$ cat src/rtl/bram_pkg.sv
// Shared types and helpers for the true-dual-port block-RAM model.
// Holds the write-mode enumeration and the byte-lane merge used by both
// the port output logic and the array write arbitration.
package bram_pkg;

    // Widest word and lane count any instance may use.
    localparam int MAX_W     = 72;
    localparam int MAX_LANES = MAX_W / 8;

    // How a port's output latch reacts to a write on that same port.
    typedef enum logic [1:0] {
        WM_WRITE_FIRST = 2'd0,
        WM_READ_FIRST  = 2'd1,
        WM_NO_CHANGE   = 2'd2
    } wmode_t;

    // Replace each byte of old_word whose enable bit is set with the
    // matching byte of new_word. Callers zero-extend narrower words.
    function automatic logic [MAX_W-1:0] byte_merge(
        input logic [MAX_W-1:0]     old_word,
        input logic [MAX_W-1:0]     new_word,
        input logic [MAX_LANES-1:0] we
    );
        logic [MAX_W-1:0] res;
        res = old_word;
        for (int b = 0; b < MAX_LANES; b++) begin
            if (we[b]) begin
                res[8*b +: 8] = new_word[8*b +: 8];
            end
        end
        return res;
    endfunction

endpackage

$ cat src/rtl/bram_port_out.sv
// Output side of one block-RAM port: the read latch, the optional output
// register and the asynchronous reset to the port's SRVAL. The write mode
// decides what the latch captures when this port writes.
module bram_port_out
    import bram_pkg::*;
#(
    parameter int                DATA_W     = 16,
    parameter int                DO_REG     = 0,
    parameter wmode_t            WRITE_MODE = WM_WRITE_FIRST,
    parameter logic [DATA_W-1:0] SRVAL      = '0
) (
    input  logic              clk,
    input  logic              rst,
    input  logic              en,
    input  logic              wr,
    input  logic              regce,
    input  logic [DATA_W-1:0] old_word,
    input  logic [DATA_W-1:0] new_word,
    output logic [DATA_W-1:0] dout
);

    logic [DATA_W-1:0] latch_q;

    // Read latch: pure reads take the pre-write word, writes follow the write mode.
    always_ff @(posedge clk or posedge rst) begin
        if (rst) begin
            latch_q <= SRVAL;
        end else if (en) begin
            if (!wr) begin
                latch_q <= old_word;
            end else begin
                case (WRITE_MODE)
                    WM_WRITE_FIRST: latch_q <= new_word;
                    WM_READ_FIRST:  latch_q <= old_word;
                    default:        latch_q <= latch_q;
                endcase
            end
        end
    end

    generate
        if (DO_REG != 0) begin : g_oreg
            logic [DATA_W-1:0] oreg_q;

            // Second pipeline stage, advanced only by its own clock enable.
            always_ff @(posedge clk or posedge rst) begin
                if (rst) begin
                    oreg_q <= SRVAL;
                end else if (regce) begin
                    oreg_q <= latch_q;
                end
            end

            assign dout = oreg_q;
        end else begin : g_noreg
            logic unused_regce;
            assign unused_regce = regce;
            assign dout         = latch_q;
        end
    endgenerate

endmodule

$ cat config.mk
export PLATFORM = sky130hd
export DESIGN_NAME = bram_port_out
export DESIGN_NICKNAME = d
export VERILOG_FILES = /design/src/rtl/bram_pkg.sv /design/src/rtl/bram_port_out.sv
export SDC_FILE = /design/constraint.sdc
export NUM_CORES = 1
export LEC_CHECK = 0
export BUFFER_PORTS_ARGS = -buffer_cell sky130_fd_sc_hd__buf_2
export CAP_MARGIN = 5
export CORE_MARGIN = 2
export CORE_UTILIZATION = 30
export DETAILED_ROUTE_END_ITERATION = 10
export PLACE_DENSITY = 0.59
export SKIP_LAST_GASP = 1
export SYNTH_ARGS = -nofsm -noshare
export SYNTH_HDL_FRONTEND = slang
export SYNTH_SLANG_ARGS = --single-unit
export TNS_END_PERCENT = 1
$ cat constraint.sdc
create_clock -name clk -period 1.55 [get_ports clk]
set_input_delay 0.31 -clock clk [delete_from_list [all_inputs] [get_ports clk]]
set_output_delay 0.31 -clock clk [all_outputs]
set_load 0.03 [all_outputs]
* Yosys cells after proc, flatten, opt, wreduce, memory -nomap -nowiden
Index checks and enable logic that the tools add are counted.
** Cells by class
- Multiplexer cells :: 1
** Operator list (number)
- two-way mux 16 bit :: 1
** Storage, ports and cells
- Register bits after elaboration :: 16
- Bits of input ports :: 37
- Output and inout bits :: 16
- Logic and storage cells :: 2

* Logic depth before layout (Yosys ltp)
- Depth in word-level cells :: 1
- Mapped depth :: 4
- Depth with buffers taken out :: 2

* Worst setup path before layout
Ideal clock, no wire load.
- Path kind :: in2reg
- Start point :: input port wr
- End point :: register latch_q[10] (netlist: dout[10])
- Setup time :: 0.137 ns
- Data arrival time :: 0.802 ns
- Data required time :: 1.413 ns
- Slack :: 0.611 ns
- Stages on the path :: 4
- Buffers on the path :: 2
- Cell sequence :: buf_6 -> buf_12 -> mux2i_1 -> a21oi_1
** Between the ends
- Cells in the longest elaborated chain, start to end :: 1
** Ends and longest elaborated chain
- from (decl) :: line bram_port_out.sv:15 : input logic wr,
- two-way mux 16 bit :: line bram_port_out.sv:29 : if (!wr) begin
- to (signal assigned) :: line bram_port_out.sv:30 : latch_q <= old_word;
- to (signal assigned) :: line bram_port_out.sv:33 : WM_WRITE_FIRST: latch_q <= new_word;
- to (signal assigned) :: line bram_port_out.sv:34 : WM_READ_FIRST: latch_q <= old_word;
- to (decl) :: line bram_port_out.sv:22 : logic [DATA_W-1:0] latch_q;
No other way between the ends.
A chain may end at the register's enable or synchronous reset.

* Worst setup path in the final report
- Start point :: register latch_q[8] (netlist: dout[8])
- End point :: output port dout[8]
** RTL lines
- to (decl) :: line bram_port_out.sv:19 : output logic [DATA_W-1:0] dout
No word-level cell between the ends.

==> metrics.txt <==
Syn Nets 107; first-pass GRT wire length around 2500 microns; root buffer cell clkbuf_4; largest net degree at the start of global routing 33; Fin Setup TNS 0 ns; Syn Inst Count 70; highest-delay cell along the critical path dfrtp_1; layout cells sized above 1 0.458; Int Pwr roughly 0.00070 W; post-synthesis async set-or-reset flop share 1.00; Clock power frac 0.265; hold crit path type input port to async pin; Post-Syn Area 749 sq um; total CTS buffers 3; detailed placement HPWL 1230 microns; cell type with the highest aggregate area in the netlist dfrtp_1; CP bufs+invs 1; Final #Nets approximately 160; Post-synth top cells a21oi_1, dfrtp_1, mux2i_1, nor2_1, buf_2; Tmin final 1.17 ns; DR WL/cell roughly 11 microns; GPL Wtd Cong 0.517; CP peak stage delay roughly 0.4 ns; met3 WL 114 microns; #FFs+latches synth 16; Worst R2R Path Depth 2; Flop pwr share 0.469; flop-to-flop setup slack 0.87 ns; Core Area 0.00243 sq mm; Setup crit start dout[8]; CP startpoint kind flip-flop; Crit path depth 1; period utilisation layout 0.755; GRT overflow 0; Comb power frac 0.266; gr usage total 0.122; Pleak 0.548 nW; Power Density 992 mW/mm^2; CP cell instances buf_2; Worst-path clk slew 0.10 ns; post-cts hold buffer count 0; Die ar. 0.00291 sq mm; Final Core Density 0.425; post-synth cell types 9; max_slew headroom 0.592; Max Cap Violations 0; die width 54.0 microns; met1 WL slightly above 700 microns; starting density of the core 0.308; Clock Skew 0 ns; Synth area leaders dfrtp_1, mux2i_1, a21oi_1, nor2_1, buf_12; crit path capture type output port; CP required 1.24 ns; FP Rows 18; DR DRC count 0; top_reg_cell synth dfrtp_1; R2R Path End dout[5]; DP Cell Count ~150; final WL 1660 microns; Setup Buffers After CTS 0; Net Sw Power 0.000323 W; Syn. warnings 0; post-synth top area share 0.534; IO Pins 53; Worst path top cell family by delay flip-flops; die height 54.0 microns; crit-path max FO 2; max FFs per register 16; clock latency on the worst-skew pair 0.27 ns; Post-DRT Antenna Nets 0; routed vias just under 700; Post-synth EDFFs 0; vias per inst 4.54; area delta synth->final 37.9%; crit path DAT 0.86 ns; CTS sink count 16; Port-buffer cells 51; Peak VDD IR 377 uV; Hold Vio Cnt, Final 0; PostCTS Resize Cnt 0; Setup violations, final 0; fmax 0.855 GHz; TritonCTS clock tree yes; Worst Setup EP dout[8]; status finished clean; clk buf depth 2; r2r startpoint dout[5]; design area 0.00103 sq mm; DP Area 997 sq um; RSZ-0062 raised after global routing false; worst slew pin tran 0.611 ns; n_diodes 0; vias in the first global route 599; switch share 0.315; drt initial violations 7; Pre-Repair DR Iteration Count 2; sequential area share after synthesis 0.534; Slew Limit Fails 0; average cell area after synthesis 10.7 sq um; final instance count without filler cells 150; wire length on met2 between 800 and 900 microns; initial antenna violation count 0; highest routed metal layer met4; critical path class flip-flop to output port; H-tree depth 1
==> worst min path at each step <==
stage / startpoint / endpoint / cells after the start
after detailed placement: rst / dout[11] / 2
after floorplan: rst / dout[0] / 1
after global placement: rst / dout[10] / 2
final: rst / dout[14] / 2
after global routing: rst / dout[7] / 2
after CTS: rst / dout[11] / 2
==> layout make-up <==
| type | instances | area, sq um |
|---|---|---|
| Clock buffer | 4 | 36.3 |
| Fill cell | 244 | 1400 |
| Inverter | 1 | 3.75 |
| Multi-Input combinational cell | 48 | 300 |
| Sequential cell | 16 | 400 |
| Tap cell | 30 | 37.5 |
| Timing Repair Buffer | 51 | 255 |
==> placed cells by master (no fill, tap or decap) <==
master    instances
mux2i_1          16
clkbuf_4          3
a21oi_1          16
dfrtp_1          16
clkbuf_8          1
buf_2            51
inv_1             1
nor2_1           16
==> routing by layer <==
metal | vias to the layer above | track usage
met5 | - | 0
met2 | 28 | 0.207
li1 | 340 | -
met3 | 2 | 0.0333
met1 | 311 | 0.140
met4 | 0 | 0.0625
==> power by group through the flow <==
stage / combinational, W / clock, W / sequential, W
final: 0.000273 / 0.000272 / 0.000481
after global placement: 0.000271 / 0 / 0.000489
after global routing: 0.000298 / 0.000311 / 0.000487
after detailed placement: 0.000279 / 0 / 0.000489
after CTS: 0.000279 / 0.000291 / 0.000481
after floorplan: 0.0000903 / 0 / 0.000581
==> metrics by stage <==
stage	power, W	hold slack [ns]	setup slack (ns)
after floorplan	0.000672	0.224	0.611
after CTS	0.00105	0.0927	0.357
after global placement	0.000760	0.413	0.349
after detailed placement	0.000768	0.429	0.309
final	0.00103	0.0790	0.380
after global routing	0.00110	0.120	0.326
==> cells by family (layout without fill, tap and decap cells) <==
| family | Yosys count | in the layout | synth area share |
|---|---|---|---|
| compound gates | 16 | 16 | 0.107 |
| mux | 16 | 16 | 0.214 |
| flops | 16 | 16 | 0.534 |
| simple gates | 16 | 16 | 0.0801 |
| buf+inv | 6 | 56 | 0.0651 |
No activity file was read; power rests on OpenSTA's default activity.
